<file path="src/rtl/pulse_width_decode_pkg.sv">
// Shared definitions for the pulse width decoder: FSM state encoding and
// the counter/width sizing helper.
package pulse_width_decode_pkg;

    typedef enum logic [1:0] {
        ST_IDLE    = 2'd0,
        ST_MEASURE = 2'd1,
        ST_GUARD   = 2'd2,
        ST_DISCARD = 2'd3
    } state_t;

    // Bits needed to hold values 0..max_val inclusive.
    function automatic int width_w(input int max_val);
        return (max_val < 1) ? 1 : $clog2(max_val + 1);
    endfunction

endpackage

</file>
<file path="src/rtl/pulse_width_ctr.sv">
// Saturating up-counter with load-to-1, increment and an ==LIMIT compare.
// Used by the decoder for both the high-width and the low-gap count.
module pulse_width_ctr
    import pulse_width_decode_pkg::*;
#(
    parameter int LIMIT = 16,
    parameter int W     = width_w(LIMIT)
) (
    input  logic         CLK,
    input  logic         RST_N,
    input  logic         i_load,
    input  logic         i_inc,
    output logic [W-1:0] o_cnt,
    output logic         o_at_lim
);

    logic [W-1:0] r_cnt;
    logic         w_at_lim;

    assign w_at_lim = (r_cnt == W'(LIMIT));

    // Load wins over increment; increment stops at LIMIT.
    always_ff @(posedge CLK or negedge RST_N) begin
        if (!RST_N) begin
            r_cnt <= '0;
        end else if (i_load) begin
            r_cnt <= W'(1);
        end else if (i_inc && !w_at_lim) begin
            r_cnt <= r_cnt + 1'b1;
        end
    end

    assign o_cnt    = r_cnt;
    assign o_at_lim = w_at_lim;

endmodule

</file>
<file path="src/rtl/pulse_width_decode.sv">
// Recovers one-cycle events from stretched level pulses, validating high width
// and low gap. Define PULSE_WIDTH_DECODE_SYNC_EN to add a 2-FF input synchronizer.
module pulse_width_decode
    import pulse_width_decode_pkg::*;
#(
    parameter int MIN_WIDTH = 4,
    parameter int MAX_WIDTH = 16,
    parameter int GAP_MIN   = 2
) (
    input  logic                           CLK,
    input  logic                           RST_N,
    input  logic                           iS,
    output logic                           oP,
    output logic [width_w(MAX_WIDTH)-1:0]  oWIDTH,
    output logic                           oERR_SHORT,
    output logic                           oERR_LONG,
    output logic                           oERR_GAP
);

    localparam int W_W   = width_w(MAX_WIDTH);
    localparam int GAP_W = width_w(GAP_MIN);

    logic w_s;
    logic w_rise;
    logic r_s_d;

`ifdef PULSE_WIDTH_DECODE_SYNC_EN
    // Reset high so a level already asserted at reset release is not a rise.
    logic r_sync_1;
    logic r_sync_2;

    always_ff @(posedge CLK or negedge RST_N) begin
        if (!RST_N) begin
            r_sync_1 <= 1'b1;
            r_sync_2 <= 1'b1;
        end else begin
            r_sync_1 <= iS;
            r_sync_2 <= r_sync_1;
        end
    end

    assign w_s = r_sync_2;
`else
    assign w_s = iS;
`endif

    assign w_rise = w_s & ~r_s_d;

    state_t r_state;
    state_t w_state_next;

    logic             w_cnt_load;
    logic             w_cnt_inc;
    logic [W_W-1:0]   w_cnt;
    logic             w_cnt_at_lim;
    logic             w_gap_load;
    logic             w_gap_inc;
    logic [GAP_W-1:0] w_gap;
    logic             w_gap_at_lim;

    pulse_width_ctr #(
        .LIMIT (MAX_WIDTH),
        .W     (W_W)
    ) u_width_ctr (
        .CLK      (CLK),
        .RST_N    (RST_N),
        .i_load   (w_cnt_load),
        .i_inc    (w_cnt_inc),
        .o_cnt    (w_cnt),
        .o_at_lim (w_cnt_at_lim)
    );

    pulse_width_ctr #(
        .LIMIT (GAP_MIN),
        .W     (GAP_W)
    ) u_gap_ctr (
        .CLK      (CLK),
        .RST_N    (RST_N),
        .i_load   (w_gap_load),
        .i_inc    (w_gap_inc),
        .o_cnt    (w_gap),
        .o_at_lim (w_gap_at_lim)
    );

    logic           r_p;
    logic           r_err_short;
    logic           r_err_long;
    logic           r_err_gap;
    logic [W_W-1:0] r_width;

    logic           w_p_next;
    logic           w_err_short_next;
    logic           w_err_long_next;
    logic           w_err_gap_next;
    logic [W_W-1:0] w_width_next;

    always_comb begin
        w_state_next     = r_state;
        w_cnt_load       = 1'b0;
        w_cnt_inc        = 1'b0;
        w_gap_load       = 1'b0;
        w_gap_inc        = 1'b0;
        w_p_next         = 1'b0;
        w_err_short_next = 1'b0;
        w_err_long_next  = 1'b0;
        w_err_gap_next   = 1'b0;
        w_width_next     = r_width;

        case (r_state)
            ST_IDLE: begin
                if (w_rise) begin
                    w_cnt_load   = 1'b1;
                    w_state_next = ST_MEASURE;
                end
            end

            ST_MEASURE: begin
                if (w_s) begin
                    if (w_cnt_at_lim) begin
                        w_err_long_next = 1'b1;
                        w_state_next    = ST_DISCARD;
                    end else begin
                        w_cnt_inc = 1'b1;
                    end
                end else begin
                    if (w_cnt >= W_W'(MIN_WIDTH)) begin
                        w_p_next     = 1'b1;
                        w_width_next = w_cnt;
                    end else begin
                        w_err_short_next = 1'b1;
                    end
                    w_gap_load   = 1'b1;
                    w_state_next = ST_GUARD;
                end
            end

            ST_GUARD: begin
                // The first low sample was counted on entry, so the count
                // holds the number of lows seen since the fall.
                if (w_rise) begin
                    if (w_gap_at_lim) begin
                        w_cnt_load   = 1'b1;
                        w_state_next = ST_MEASURE;
                    end else begin
                        w_err_gap_next = 1'b1;
                        w_state_next   = ST_DISCARD;
                    end
                end else if (!w_s) begin
                    w_gap_inc = 1'b1;
                    if (w_gap >= GAP_W'(GAP_MIN - 1)) begin
                        w_state_next = ST_IDLE;
                    end
                end
            end

            ST_DISCARD: begin
                if (!w_s) begin
                    w_gap_load   = 1'b1;
                    w_state_next = ST_GUARD;
                end
            end

            default: begin
                w_state_next = ST_IDLE;
            end
        endcase
    end

    always_ff @(posedge CLK or negedge RST_N) begin
        if (!RST_N) begin
            r_state     <= ST_IDLE;
            r_s_d       <= 1'b1;
            r_p         <= 1'b0;
            r_err_short <= 1'b0;
            r_err_long  <= 1'b0;
            r_err_gap   <= 1'b0;
            r_width     <= '0;
        end else begin
            r_state     <= w_state_next;
            r_s_d       <= w_s;
            r_p         <= w_p_next;
            r_err_short <= w_err_short_next;
            r_err_long  <= w_err_long_next;
            r_err_gap   <= w_err_gap_next;
            r_width     <= w_width_next;
        end
    end

    assign oP         = r_p;
    assign oWIDTH     = r_width;
    assign oERR_SHORT = r_err_short;
    assign oERR_LONG  = r_err_long;
    assign oERR_GAP   = r_err_gap;

endmodule

</file>
<file path="config.mk">
export PLATFORM = sky130hd
export DESIGN_NAME = pulse_width_decode
export DESIGN_NICKNAME = d
export VERILOG_FILES = /design/src/rtl/pulse_width_decode_pkg.sv /design/src/rtl/pulse_width_ctr.sv /design/src/rtl/pulse_width_decode.sv
export SDC_FILE = /design/constraint.sdc
export NUM_CORES = 1
export LEC_CHECK = 0
export ABC_AREA = 1
export ABC_CLOCK_PERIOD_IN_PS = 1560
export BUFFER_PORTS_ARGS = -buffer_cell sky130_fd_sc_hd__buf_2
export CORE_MARGIN = 2
export CORE_UTILIZATION = 50
export CTS_CLUSTER_SIZE = 40
export DETAILED_ROUTE_END_ITERATION = 10
export MAX_ROUTING_LAYER = met4
export PLACE_DENSITY_LB_ADDON = 0.15
export SYNTH_ARGS = -nofsm -noshare
export SYNTH_HDL_FRONTEND = slang
export SYNTH_SLANG_ARGS = --single-unit
</file>
<file path="constraint.sdc">
create_clock -name CLK -period 1.56 [get_ports CLK]
set_input_delay 0.078 -clock CLK [delete_from_list [all_inputs] [get_ports CLK]]
set_output_delay 0.078 -clock CLK [all_outputs]
set_load 0.01 [all_outputs]
</file>
# After elaboration in Yosys (flattened, before gate mapping)
# Index checks and enable logic that the tools add are counted.
# Widths: inputs -> output; s select.
word_totals:
  register_bits: 19
  input_bits: 3
  output_inout_bits: 9
  elab_cells: 72
classes:
  addsub: 2
  order_cmp: 2
  eq_ne: 10
  n_mux: 36
  n_bitwise: 3
  n_reduce_logical: 10
ops:
  columns: ["cell", "count"]
  rows:
  - ["$mux 1", 22]
  - ["$mux 2", 10]
  - ["$mux 5", 2]
  - ["$pmux 2 s4", 1]
  - ["$eq 2x2->1 const B", 3]
  - ["$ne 3x3->1 const B", 2]
  - ["$add 5x1->5 const B", 1]
  - ["$eq 5x5->1 const B", 1]
  - ["$ge 5x3->1 const B", 1]
  - ["$reduce_and 5->1", 1]
  - ["$ne 2x2->1 const B", 2]
  - ["$reduce_bool 2->1", 2]
  - ["$ne 3x2->1 const B", 1]
  - ["$reduce_and 3->1", 1]
  - ["$add 2x1->2 const B", 1]
  - ["$eq 2x1->1 const B", 1]
  - ["$ge 2x1->1 const B", 1]
  - ["$logic_and 1x1->1", 2]
  - ["$logic_not 1->1", 2]
  - ["$logic_not 2->1", 1]
  - ["$not 1->1", 2]
  - ["$pmux 1 s2", 1]
  - ["$reduce_or 2->1", 1]
  - ["$and 1x1->1", 1]

# Depth between registers and ports, before layout
# Gate-level depths: netlist of run 1.
logic_depth:
  depth_word: 7
  depth_mapped: 9
  depth_no_buf: 9

# Cells and area by module
# Synthesis of run 1 repeated with hierarchy kept, for this count alone.
unflattened:
  cells_unflattened: 130
  hier_area_um2: 1068.5
modules_own_cells:
  columns: ["module", "instances", "cells_per_inst", "area_each_um2", "seq_area_each_um2"]
  rows:
  - ["pulse_width_decode", 1, 72, 606.8, 301.5]
  - ["pulse_width_ctr at u_width_ctr", 1, 42, 345.3, 125.1]
  - ["pulse_width_ctr at u_gap_ctr", 1, 16, 116.4, 50.0]

# Worst setup path after synthesis of run 1
# No wires, ideal clock.
synth_timing:
  path_type: "reg2reg"
  from: "register u_width_ctr.r_cnt[0], in the netlist u_width_ctr.o_cnt[0]"
  to: "register u_width_ctr.r_cnt[3], in the netlist u_width_ctr.o_cnt[3]"
  setup_ns: 0.127
  arrival_ns: 1.154
  required_time_ns: 1.433
  setup_slack_ns: 0.279
  stages_incl_launch_ff: 10
  path_buffers: 0
  period_less_slack_ns: 1.281
  cell_sequence: "dfrtp_1 > inv_1 > ha_1 > nand2_1 > inv_1 > nand2_1 > nand2_1 > inv_1 > nand3_1 > o21ai_0"
synth_between:
  elab_chain_cells: 6
  word_cells_on_any_way: 10
  classes_between: "add/sub: 1; eq/ne: 1; mux: 5; reduce/logical: 3"
synth_lines:
  columns: ["item", "line_no", "rtl"]
  rows:
  - ["start: declaration", "pulse_width_ctr.sv:17", "logic [W-1:0] r_cnt;"]
  - ["start signal: assignment", "pulse_width_ctr.sv:29", "r_cnt <= r_cnt + 1'b1;"]
  - ["$eq 5x5->1", "pulse_width_ctr.sv:20", "assign w_at_lim = (r_cnt == W'(LIMIT));"]
  - ["$mux 1", "pulse_width_decode.sv:119", "if (w_cnt_at_lim) begin"]
  - ["$mux 1", "pulse_width_decode.sv:118", "if (w_s) begin"]
  - ["$mux 1", "pulse_width_decode.sv:109", "case (r_state)"]
  - ["$logic_and 1x1->1", "pulse_width_ctr.sv:28", "end else if (i_inc && !w_at_lim) begin"]
  - ["$reduce_bool 2->1 (no line)", null, null]
# Parallel ways exist; a longest one is shown, timed or not. The select of a mux whose other input is x is not followed.
# A chain may end at the register's enable or synchronous reset.

# Worst setup path in the final report of run 1
layout_timing:
  from: "register r_state[0]"
  to: "register r_width[0], in the netlist oWIDTH[0]"
layout_between:
  elab_chain_cells: 2
layout_lines:
  columns: ["item", "line_no", "rtl"]
  rows:
  - ["start: declaration", "pulse_width_decode.sv:49", "state_t r_state;"]
  - ["start signal: assignment", "pulse_width_decode.sv:179", "r_state <= w_state_next;"]
  - ["$eq 2x1->1", "pulse_width_decode.sv:109", null]
  - ["$reduce_and 3->1 (no line)", null, null]
  - ["end signal: assignment", "pulse_width_decode.sv:185", "r_width <= w_width_next;"]
  - ["end: declaration", "pulse_width_decode.sv:89", "logic [W_W-1:0] r_width;"]
# No other way between the ends.

==> impl_summary.log, run 1 <==
[metrics] run status: completed
[metrics] most common cell after layout, fill and taps aside: nand2_1
[metrics] Final #Nets: 132
[metrics] highest fanout seen on the critical path: 11
[metrics] global-route wire length before repair: 2.66 mm
[metrics] Total Die Area: 2310 um2
[metrics] clock tree from TritonCTS: built
[metrics] Max Slew Vio Count: 0
[metrics] setup violation total in the final timing report: 0
[metrics] Final ANT Viol Nets: 0
[metrics] required time reported for the critical path endpoint: 1750 ps
[metrics] net count of the mapped netlist: 118
[metrics] RSZ-0062 raised after global routing: no
[metrics] CTS Buffer Depth: 2
[metrics] final instance area: 1080 um2
[metrics] Cell Pwr Density: 1750 nW/um2
[metrics] overall die width: 48.0 um
[metrics] endpoint type of the worst setup path: flop
[metrics] via count of the first global-routing pass: 576
[metrics] number of sinks handled by clock tree synthesis: 19
[metrics] vias per inst: 5.01
[metrics] DP Area: 1030 um2
[metrics] cell internal pwr: 1.07 mW
[metrics] reported leakage power: 0.582 nW
[metrics] ratio of cells with drive above 1 in the final layout: 25.8%
[metrics] overflow left after global routing: 0
[metrics] 1st-iter DRT viols: 26
[metrics] NetSw: 0.821 mW
[metrics] peak supply drop: 1.06 mV
[metrics] Synth cell types: 23
[metrics] core region area: 1780 um2
[metrics] FF-to-FF setup slack: 170 ps
[metrics] Total Negative Setup Slacks: 0 ps
[metrics] CTS clk-pin slew, worst paths: 100 ps
[metrics] maximum number of pins on one net before global-route repair: 20
[metrics] shortest period the worst path allows: 1390 ps
[metrics] count of antenna diodes in the layout: 0
[metrics] Initial Utilization: 54.4%
[metrics] mean cell area of the mapped netlist: 8.74 um2
[metrics] most frequent cells in the layout: 23 x nand2_1, 18 x dfrtp_1, 13 x inv_1, 13 x nand3_1, 11 x buf_2
[metrics] Area growth, synth to finish: 11.4%
[metrics] Post-Synthesis Cells: 111
[metrics] detailed-route wire length per cell: 11.2 um
[metrics] number of vias in the routed layout: 747
[metrics] R2R Path End: oWIDTH[0]
[metrics] post-synthesis instance area: 970 um2
[metrics] worst setup path startpoint: r_state[0]
[metrics] data arrival time of the critical path: 1580 ps
[metrics] weighted congestion at the end of routability-driven global placement: 0.912
[metrics] worst reg-to-reg path cell count: 6
[metrics] Worst-Skew Late Latency: 290 ps
[metrics] Buffers on Ports: 11
[metrics] Final Hold Violating Endpoints: 0
[metrics] Slew headroom: 72.7%
[metrics] YS warnings: 0
[metrics] worst hold-check slack: 238 ps
[metrics] # rows: 15
[metrics] Final Routed Wirelength: 1.67 mm
[metrics] drc violations: 0
[metrics] total routing resource utilization after global routing: 17.9%
[metrics] share of the cycle needed by the critical path after routing: 89.3%
[metrics] number of cells in the design after placement: 143
[metrics] Clock Skew: 2.44 ps
[metrics] Worst R2R Start: r_state[0]
[metrics] overall die height: 48.0 um
[metrics] number of buffers created by CTS: 3
[metrics] reported max-cap violation count: 0
[metrics] number of antenna violations at the first check in global routing: 0
[metrics] Sequential Power Share: 45.7%
[metrics] flip-flop and latch count after synthesis: 19
[metrics] slew at the pin with the worst max-slew slack: 409 ps
[metrics] clock power share: 12.8%
[metrics] share of synthesized area occupied by flip-flops and latches: 49.2%
[metrics] IO Pins: 12
[metrics] H-Tree Depth: 1
[metrics] total iterations of the first detailed-routing run: 4
[metrics] max frequency: 0.718 GHz
[metrics] Clock Tree Root: clkbuf_4
[metrics] proportion of power drawn by combinational gates: 41.6%
[metrics] CP Launch Type: flop
[metrics] share of total power consumed by net switching: 43.5%
[metrics] Setup CP Type: flop to flop
[metrics] hold crit path type: input pin to asynchronous set/reset pin
[metrics] final std cells w/o fill: 149
[metrics] HPWL after DPL: 1.19 mm
per-stage QoR:
step	power, mW	utilization, %	setup WS [ps]
floorplan	1.45	-	279
global placement	1.61	57.6	143
detailed placement	1.63	57.6	109
CTS	1.89	60.3	85.8
global route	2.08	60.6	23.2
finish	1.89	60.6	166
sequential cells by signal, indices dropped and copies added (netlist names):
| register | flops |
|---|---|
| r_s_d | 1 |
| oWIDTH | 5 |
| r_state | 2 |
| oERR_SHORT | 1 |
| oERR_GAP | 1 |
| u_width_ctr.o_cnt | 5 |
| oERR_LONG | 1 |
| u_gap_ctr.o_cnt | 2 |
| oP | 1 |
final cells by class:
| cell class | instances | area, um2 |
|---|---|---|
| clock buffers | 3 | 22.5 |
| clock inverters | 1 | 5.00 |
| fillers | 151 | 703 |
| inverters | 15 | 56.3 |
| multi-input cells | 73 | 413 |
| flip-flops and latches | 19 | 477 |
| well taps | 25 | 31.3 |
| repair buffers | 13 | 75.1 |
per-layer routing:
| metal | up-vias | GRT usage [%] | routed length [um] |
|---|---|---|---|
| met2 | 27 | 23.5 | 716 |
| met5 | - | - | 0 |
| met1 | 337 | 25.5 | 831 |
| li1 | 378 | - | - |
| met4 | 0 | 6.49 | 22 |
| met3 | 5 | 5.66 | 95 |
power groups by stage:
stage          logic, mW  clock network (mW)  registers [mW]
2_1_floorplan      0.631                   0           0.817
3_3_place_gp       0.750                   0           0.859
3_5_place_dp       0.767                   0           0.865
4_1_cts            0.780               0.254           0.857
5_1_grt            0.907               0.281           0.892
6_report           0.785               0.241           0.862
cell families (layout without fill, tap and decap cells):
kind of cell,Yosys count,in the layout,share of synthesized area [%]
buf+inv,19,32,8.77
xor+xnor,1,1,0.903
simple gates,54,54,26.6
compound gates,14,14,9.42
fa+ha+maj,4,4,5.16
flops,19,19,49.2
worst max path at each step:
stage | to | slack (ps) | cells past startpoint
after floorplan | u_width_ctr.o_cnt[3] | 280 | 9
after global placement | u_width_ctr.o_cnt[3] | 140 | 9
after detailed placement | u_width_ctr.o_cnt[2] | 110 | 9
after CTS | u_width_ctr.o_cnt[2] | 90 | 9
after global routing | u_width_ctr.o_cnt[3] | 20 | 7
final | oWIDTH[0] | 170 | 6
synthesized netlist by cell type:
| library cell | n | area share [%] |
|---|---|---|
| a21oi_1 | 1 | 0.52 |
| buf_2 | 1 | 0.52 |
| buf_4 | 1 | 0.77 |
| buf_6 | 1 | 1.2 |
| clkbuf_2 | 1 | 0.52 |
| dfrtp_1 | 18 | 46 |
| dfstp_2 | 1 | 2.7 |
| ha_1 | 4 | 5.2 |
| inv_1 | 14 | 5.4 |
| inv_2 | 1 | 0.39 |
| nand2_1 | 25 | 9.7 |
| nand2_2 | 5 | 3.2 |
| nand3_1 | 13 | 6.7 |
| nand3b_1 | 1 | 0.77 |
| nand4_1 | 3 | 1.9 |
| nor2_1 | 3 | 1.2 |
| nor2_4 | 1 | 1.2 |
| nor3_1 | 2 | 1.0 |
| o21ai_0 | 7 | 3.6 |
| o21ai_2 | 5 | 4.5 |
| o21bai_1 | 1 | 0.77 |
| or2_4 | 1 | 0.90 |
| xor2_1 | 1 | 0.90 |
critical path: stages, from the launching register on:
cell	delay [ps]
dfrtp_1	460
inv_2	100
or2_4	270
nor2_4	80
nand2_2	180
nand2_1	130
o21ai_2	50
what timing repair did:
item	CTS	global route
buffers inserted	0	0
endpoints found under the hold margin	19	0
setup endpoints to repair	0	5
resized for setup	0	3
hold buffers	2	0
Note: power is estimated with default switching activity, not from simulation.
==> run 2, diff against run 1 <==
--- a/config.mk
+++ b/config.mk
@@ -7,7 +7,7 @@
 export LEC_CHECK = 0
 export ABC_AREA = 1
 export ABC_CLOCK_PERIOD_IN_PS = 1560
-export BUFFER_PORTS_ARGS = -buffer_cell sky130_fd_sc_hd__buf_2
+export BUFFER_PORTS_ARGS = -buffer_cell sky130_fd_sc_hd__buf_4
 export CORE_MARGIN = 2
 export CORE_UTILIZATION = 50
 export CTS_CLUSTER_SIZE = 40
@@ -16,4 +16,5 @@
 export PLACE_DENSITY_LB_ADDON = 0.15
 export SYNTH_ARGS = -nofsm -noshare
 export SYNTH_HDL_FRONTEND = slang
+export SYNTH_HIERARCHICAL = 1
 export SYNTH_SLANG_ARGS = --single-unit
==> impl_summary.log, run 2 <==
[metrics] net count of the mapped netlist: 136 (+15%)
[metrics] slew at the pin with the worst max-slew slack: 335 ps (-73.8 ps)
[metrics] drc violations: 0 (unchanged)
[metrics] violated checks: negative setup slack
[metrics] total routing resource utilization after global routing: 18.1% (+0.19 points)
[metrics] crit path setup slack, layout: -22.9 ps (-189 ps)
[metrics] CTS clk-pin slew, worst paths: 120 ps (+20 ps)
[metrics] HPWL after DPL: 1.44 mm (+21%)
[metrics] dominant cell type by count on the critical path: inv_2
[metrics] CP max-delay cell: dfrtp_1
[metrics] ratio of cells with drive above 1 in the final layout: 36.9% (+11 points)
[metrics] overflow left after global routing: 0 (unchanged)
[metrics] highest fanout seen on the critical path: 4 (-7)
[metrics] CP Launch Type: flop
[metrics] required time reported for the critical path endpoint: 1750 ps (about the same)
[metrics] RSZ-0062 raised after global routing: yes
[metrics] Total Die Area: 2520 um2 (+9.3%)
[metrics] Final ANT Viol Nets: 0 (unchanged)
[metrics] hold crit path type: input pin to asynchronous set/reset pin
[metrics] core region area: 1980 um2 (+11%)
[metrics] Cell Pwr Density: 1580 nW/um2 (-9.7%)
[metrics] post-synthesis instance area: 1070 um2 (+10%)
[metrics] crit-path max cell delay: 380 ps (-80 ps)
[metrics] mean cell area of the mapped netlist: 8.22 um2 (-5.9%)
[metrics] total power draw: 2.12 mW (+12%)
[metrics] Setup CP Type: flop to flop
[metrics] Area growth, synth to finish: 25.6%
[metrics] worst reg-to-reg path cell count: 12 (+6)
[metrics] H-Tree Depth: 1 (unchanged)
[metrics] run status: finished with violations
[metrics] 1st-iter DRT viols: 20 (-23%)
[metrics] max frequency: 0.632 GHz (-12%)
[metrics] Initial Utilization: 53.9% (-0.47 points)
[metrics] CP cell instances: inv_2 -> ha_4 -> nand2_2 -> inv_2 -> nand2_2 -> inv_2 -> inv_2 -> nand2_2 -> nor2_4 -> nand4_1 -> o21ai_1 -> nor2_1
[metrics] GRT met2 Usage: 30.0% (+6.6 points)
[metrics] Synth cell types: 21 (-8.7%)
[metrics] most common cell after layout, fill and taps aside: nand2_1
[metrics] weighted congestion at the end of routability-driven global placement: 0.889 (-2.6%)
[metrics] met3 usage: 4.46% (-1.2 points)
[metrics] # rows: 16 (+1)
[metrics] setup violation total in the final timing report: 1 (+1)
[metrics] peak supply drop: 0.855 mV (-19%)
[metrics] Max Slew Vio Count: 0 (unchanged)
[metrics] leading cell types by total area after synthesis: dfrtp_1 42%, nand2_1 13%, inv_1 5.6%
[metrics] flip-flop and latch count after synthesis: 19 (unchanged)
[metrics] reported max-cap violation count: 0 (unchanged)
[metrics] Slew headroom: 77.7% (+4.9 points)
[metrics] FF-to-FF setup slack: -20 ps (-190 ps)
[metrics] data arrival time of the critical path: 1770 ps (+190 ps)
[metrics] IO Pins: 12 (unchanged)
[metrics] GR peak layer: met2
[metrics] CTS Buffer Depth: 2 (unchanged)
[metrics] Worst-Skew Late Latency: 300 ps (about the same)
[metrics] grt met1 use: 22.1% (-3.4 points)
[metrics] vias per inst: 4.82 (-4.0%)
[metrics] shortest period the worst path allows: 1580 ps (+189 ps)
[metrics] Clock Tree Root: clkbuf_4
[metrics] fin util: 67.7% (+7.2 points)
[metrics] Buffers on Ports: 11 (unchanged)
[metrics] share of synthesized area occupied by flip-flops and latches: 44.6% (-4.5 points)
[metrics] largest delay contributor family on the critical path: simple AND/OR/NAND/NOR gates
[metrics] share of async-settable or async-resettable flops after synthesis: 100% (unchanged)
[metrics] global-route wire length before repair: 3.33 mm (+25%)
[metrics] total iterations of the first detailed-routing run: 4 (unchanged)
[metrics] most used flip-flop cell after synthesis: dfrtp_1
[metrics] Post-Synthesis Cells: 130 (+17%)
[metrics] overall die height: 50.2 um (+4.6%)
[metrics] Clock Skew: 4.42 ps (+1.99 ps)
[metrics] reported leakage power: 0.716 nW (+23%)
[metrics] number of buffers created by CTS: 3 (unchanged)
[metrics] number of buffer and inverter instances along the worst setup path: 4 (+3)
[metrics] number of vias in the routed layout: 886 (+19%)
[metrics] number of sinks handled by clock tree synthesis: 19 (unchanged)
[metrics] number of antenna violations at the first check in global routing: 0 (unchanged)
[metrics] count of antenna diodes in the layout: 0 (unchanged)
[metrics] Final Routed Wirelength: 2.18 mm (+31%)
[metrics] cell type with the largest total area after synthesis: dfrtp_1
[metrics] number of enable-type register cells in the synthesized netlist: 0 (unchanged)
[metrics] endpoint type of the worst setup path: flop
[metrics] top post-synthesis cells by count: 36 x nand2_1, 18 x dfrtp_1, 16 x inv_1
[metrics] WP depth: 12 (+6)
[metrics] maximum number of pins on one net before global-route repair: 20 (unchanged)
[metrics] share of the cycle needed by the critical path after routing: 101% (+12 points)
[metrics] Final Hold Violating Endpoints: 0 (unchanged)
[metrics] clock tree from TritonCTS: built
[metrics] Final #Nets: 164 (+24%)
[metrics] via count of the first global-routing pass: 813 (+41%)
[metrics] dominant cell by count in the synthesized netlist: nand2_1
[metrics] detailed-route wire length per cell: 11.8 um (+5.7%)
[metrics] top cell type's share of synthesized area: 42.2% (-4.3 points)
[metrics] YS warnings: 6 (+6)
[metrics] most frequent cells in the layout: 34 x nand2_1, 22 x buf_4, 18 x dfrtp_1
[metrics] overall die width: 50.2 um (+4.6%)
## run 2: path summary, 6_finish.rpt
kind / endpoint / startpoint
worst max register to register: u_width_ctr/o_cnt[4] / u_width_ctr/o_cnt[1]
min in group CLK: oWIDTH[1] / oWIDTH[1]
max in group asynchronous: r_s_d / RST_N
worst max-delay path: u_width_ctr/o_cnt[4] / u_width_ctr/o_cnt[1]
worst min-delay path: r_state[1] / RST_N
worst min register to register: oWIDTH[1] / oWIDTH[1]
## run 2: cell families (layout without fill, tap and decap cells)
family / count (synthesis) / in the layout / synth area share [%]
buf+inv: 23 / 50 / 11.2
flops: 19 / 19 / 44.6
fa+ha+maj: 3 / 3 / 3.51
simple gates: 78 / 78 / 36.3
compound gates: 6 / 6 / 3.51
xor+xnor: 1 / 1 / 0.820
## run 2: timing repair
action / CTS / global route
hold buffers: 2 / 0
buffers inserted: 0 / 5
pin swaps: 2 / 5
gates resized for setup: 0 / 10
setup endpoints to repair: 1 / 5
hold endpoints to repair: 20 / 0
## run 2: routing by layer
layer  vias to the layer above  wire length (um)
li1                        454                 -
met1                       411               967
met2                        19              1120
met3                         2                80
met4                         0                12
met5                         -                 0
## run 2: layout make-up
type                    count  area [um2]
well taps                  27        33.8
inverters                  21        97.6
repair buffers             25         205
clock inverters             1        7.51
clock buffers               3        22.5
flip-flops and latches     19         477
multi-input cells          88         499
fillers                   150         639
## run 2: power breakdown
part           leakage [nW]  internal (mW)  switching [mW]  total, mW
clock                0.0139         0.0975           0.159      0.256
combinational         0.456          0.487           0.596       1.08
sequential            0.246          0.652           0.128      0.780
total                 0.716           1.24           0.882       2.12
## run 2: metrics by stage
step	area, um2	TNS (ps)	instances	hold WS, ps	worst slack (ps)
after floorplan	1070	0	130	-218	1.54
after global placement	1210	0	173	-39.3	90.9
after detailed placement	1210	0	173	-36.3	2.87
after CTS	1260	0	179	167	3.92
after global routing	1340	-142	184	175	-97.8
final	1340	-22.9	184	169	-22.9
==> run 3, diff against run 2 <==
--- a/config.mk
+++ b/config.mk
@@ -12,6 +12,7 @@
 export CORE_UTILIZATION = 50
 export CTS_CLUSTER_SIZE = 40
 export DETAILED_ROUTE_END_ITERATION = 10
+export GPL_TIMING_DRIVEN = 0
 export MAX_ROUTING_LAYER = met4
 export PLACE_DENSITY_LB_ADDON = 0.15
 export SYNTH_ARGS = -nofsm -noshare
==> impl_summary.log, run 3 (synthesis results as in run 2) <==
[metrics] run status: completed
[metrics] CP cell instances: inv_2 -> ha_4 -> nand2_1 -> inv_1 -> nand2_2 -> inv_2 -> inv_2 -> nand2_2 -> nor2_4 -> nand4_1 -> o21ai_1 -> nor2_1
[metrics] HPWL after DPL: 1.33 mm (-7.6%)
[metrics] core region area: 1980 um2 (unchanged)
[metrics] worst setup path startpoint: u_width_ctr/o_cnt[1]
[metrics] count of antenna diodes in the layout: 0 (unchanged)
[metrics] Final Routed Wirelength: 1.82 mm (-16%)
[metrics] FF-to-FF setup slack: 50 ps (+70 ps)
[metrics] largest delay contributor family on the critical path: simple AND/OR/NAND/NOR gates
[metrics] endpoint type of the worst setup path: flop
[metrics] total iterations of the first detailed-routing run: 4 (unchanged)
[metrics] number of cells in the design after placement: 168 (-2.9%)
[metrics] Setup CP Type: flop to flop
[metrics] IO Pins: 12 (unchanged)
[metrics] highest fanout seen on the critical path: 5 (+1)
[metrics] Final Hold Violating Endpoints: 0 (unchanged)
[metrics] number of antenna violations at the first check in global routing: 0 (unchanged)
[metrics] clock tree from TritonCTS: built
[metrics] RSZ-0062 raised after global routing: yes
[metrics] number of vias in the routed layout: 857 (-3.3%)
[metrics] dominant cell type by count on the critical path: inv_2
[metrics] CP max-delay cell: dfrtp_1
[metrics] shortest period the worst path allows: 1510 ps (-70.8 ps)
[metrics] most frequent cells in the layout: 35 x nand2_1, 18 x dfrtp_1, 17 x buf_4
[metrics] overall die width: 50.2 um (unchanged)
[metrics] total routing resource utilization after global routing: 17.1% (-0.93 points)
[metrics] Area growth, synth to finish: 22.6%
[metrics] crit-path max cell delay: 380 ps (about the same)
[metrics] Final ANT Viol Nets: 0 (unchanged)
[metrics] data arrival time of the critical path: 1710 ps (-60 ps)
[metrics] weighted congestion at the end of routability-driven global placement: 0.816 (-8.2%)
[metrics] detailed-route wire length per cell: 10.1 um (-14%)
[metrics] final std cells w/o fill: 180 (-2.2%)
[metrics] peak supply drop: 0.780 mV (-8.7%)
[metrics] via count of the first global-routing pass: 732 (-10%)
[metrics] global-route wire length before repair: 3.15 mm (-5.4%)
[metrics] Clock Tree Root: clkbuf_4
[metrics] Worst R2R Start: u_width_ctr/o_cnt[1]
[metrics] Buffers on Ports: 11 (unchanged)
[metrics] Initial Utilization: 53.9% (unchanged)
[metrics] number of buffer and inverter instances along the worst setup path: 4 (unchanged)
[metrics] drc violations: 0 (unchanged)
[metrics] hold crit path type: input pin to flop
[metrics] setup violation total in the final timing report: 0 (-1)
[metrics] overflow left after global routing: 0 (unchanged)
[metrics] # rows: 16 (unchanged)
[metrics] CTS Buffer Depth: 2 (unchanged)
[metrics] Min-Delay Startpoint: iS
[metrics] max frequency: 0.661 GHz (+4.7%)
[metrics] 1st-iter DRT viols: 20 (unchanged)
[metrics] share of the cycle needed by the critical path after routing: 96.9% (-4.5 points)
[metrics] CP Launch Type: flop
[metrics] Final #Nets: 160 (-2.4%)
[metrics] overall die height: 50.2 um (unchanged)
[metrics] Slew headroom: 82.3% (+4.7 points)
[metrics] reported leakage power: 0.697 nW (-2.7%)
[metrics] Total Negative Setup Slacks: 0 ps (+22.9 ps)
[metrics] CTS clk-pin slew, worst paths: 100 ps (-20 ps)
[metrics] Clock Skew: 3.84 ps (-0.584 ps)
[metrics] maximum number of pins on one net before global-route repair: 20 (unchanged)
[metrics] number of sinks handled by clock tree synthesis: 19 (unchanged)
[metrics] ratio of cells with drive above 1 in the final layout: 34.0% (-3.0 points)
[metrics] Cell Pwr Density: 1560 nW/um2 (-1.3%)
[metrics] Total Die Area: 2520 um2 (unchanged)
[metrics] reported max-cap violation count: 0 (unchanged)
[metrics] slew at the pin with the worst max-slew slack: 265 ps (-69.8 ps)
[metrics] number of inserted filler cells in the final layout: 163 (+8.7%)
[metrics] vias per inst: 4.76 (-1.1%)
[metrics] required time reported for the critical path endpoint: 1750 ps (about the same)
[metrics] H-Tree Depth: 1 (unchanged)
[metrics] Max Slew Vio Count: 0 (unchanged)
[metrics] number of buffers created by CTS: 3 (unchanged)
[metrics] Worst-Skew Late Latency: 290 ps (about the same)
[metrics] most common cell after layout, fill and taps aside: nand2_1
==> run 3: layout make-up <==
cell class	count	area, um2	share of cell area, %
buffer	2	22.5	1.72
clock buffer	4	26.3	2.01
inverter	21	97.6	7.45
multi-input combinational	88	505	38.6
sequential	19	477	36.4
tap	27	33.8	2.58
timing repair buffer	19	148	11.3
==> run 3: where the power goes <==
| group | internal [mW] | total [mW] | leakage, nW | switching [mW] |
|---|---|---|---|---|
| logic | 0.449 | 1.02 | 0.435 | 0.573 |
| clock network | 0.0994 | 0.242 | 0.0150 | 0.142 |
| registers | 0.652 | 0.776 | 0.246 | 0.124 |
==> run 3: metrics by stage <==
stage | power, mW | util (%) | setup slack, ps | hold WS (ps) | cell area, um2
after floorplan | 1.46 | - | 1.54 | -218 | 1070
after global placement | 1.67 | 59.8 | -171 | -39.4 | 1180
after detailed placement | 1.70 | 59.8 | -188 | -35.5 | 1180
after CTS | 2.01 | 64.0 | 1.69 | 88.4 | 1270
after global routing | 2.23 | 66.1 | -82.0 | 106 | 1310
final | 2.04 | 66.1 | 47.9 | 106 | 1310
==> run 3: path summary, 6_finish.rpt <==
kind                                             end  depth (start not counted)
worst max register to register  u_width_ctr/o_cnt[4]                         12
worst min register to register             oWIDTH[1]                          2
min in group asynchronous                         oP                          2
worst max-delay path            u_width_ctr/o_cnt[4]                         12
worst min-delay path                      oERR_SHORT                          3
max in group asynchronous                      r_s_d                          2
==> run 3: tightest hold or removal path: cells and delay by family <==
family                 cells  cell delay (ps)
AND/OR/NAND/NOR            1               60
buffers and inverters      2              220
==> run 3: layer usage <==
layer	share of wire, %	vias up	GRT usage [%]
li1	-	445	-
met1	49	388	24.0
met4	1.4	0	9.26
met5	0	-	-
met2	45	20	23.7
met3	3.8	4	2.68
==> run 3: repair_timing <==
action                     in CTS  in global routing
setup buffers                   4                  2
gates resized for setup         2                  8
hold buffers                    2                  0
pin swaps                       4                  5
hold endpoints to repair       20                  0
setup endpoints to repair       7                  7
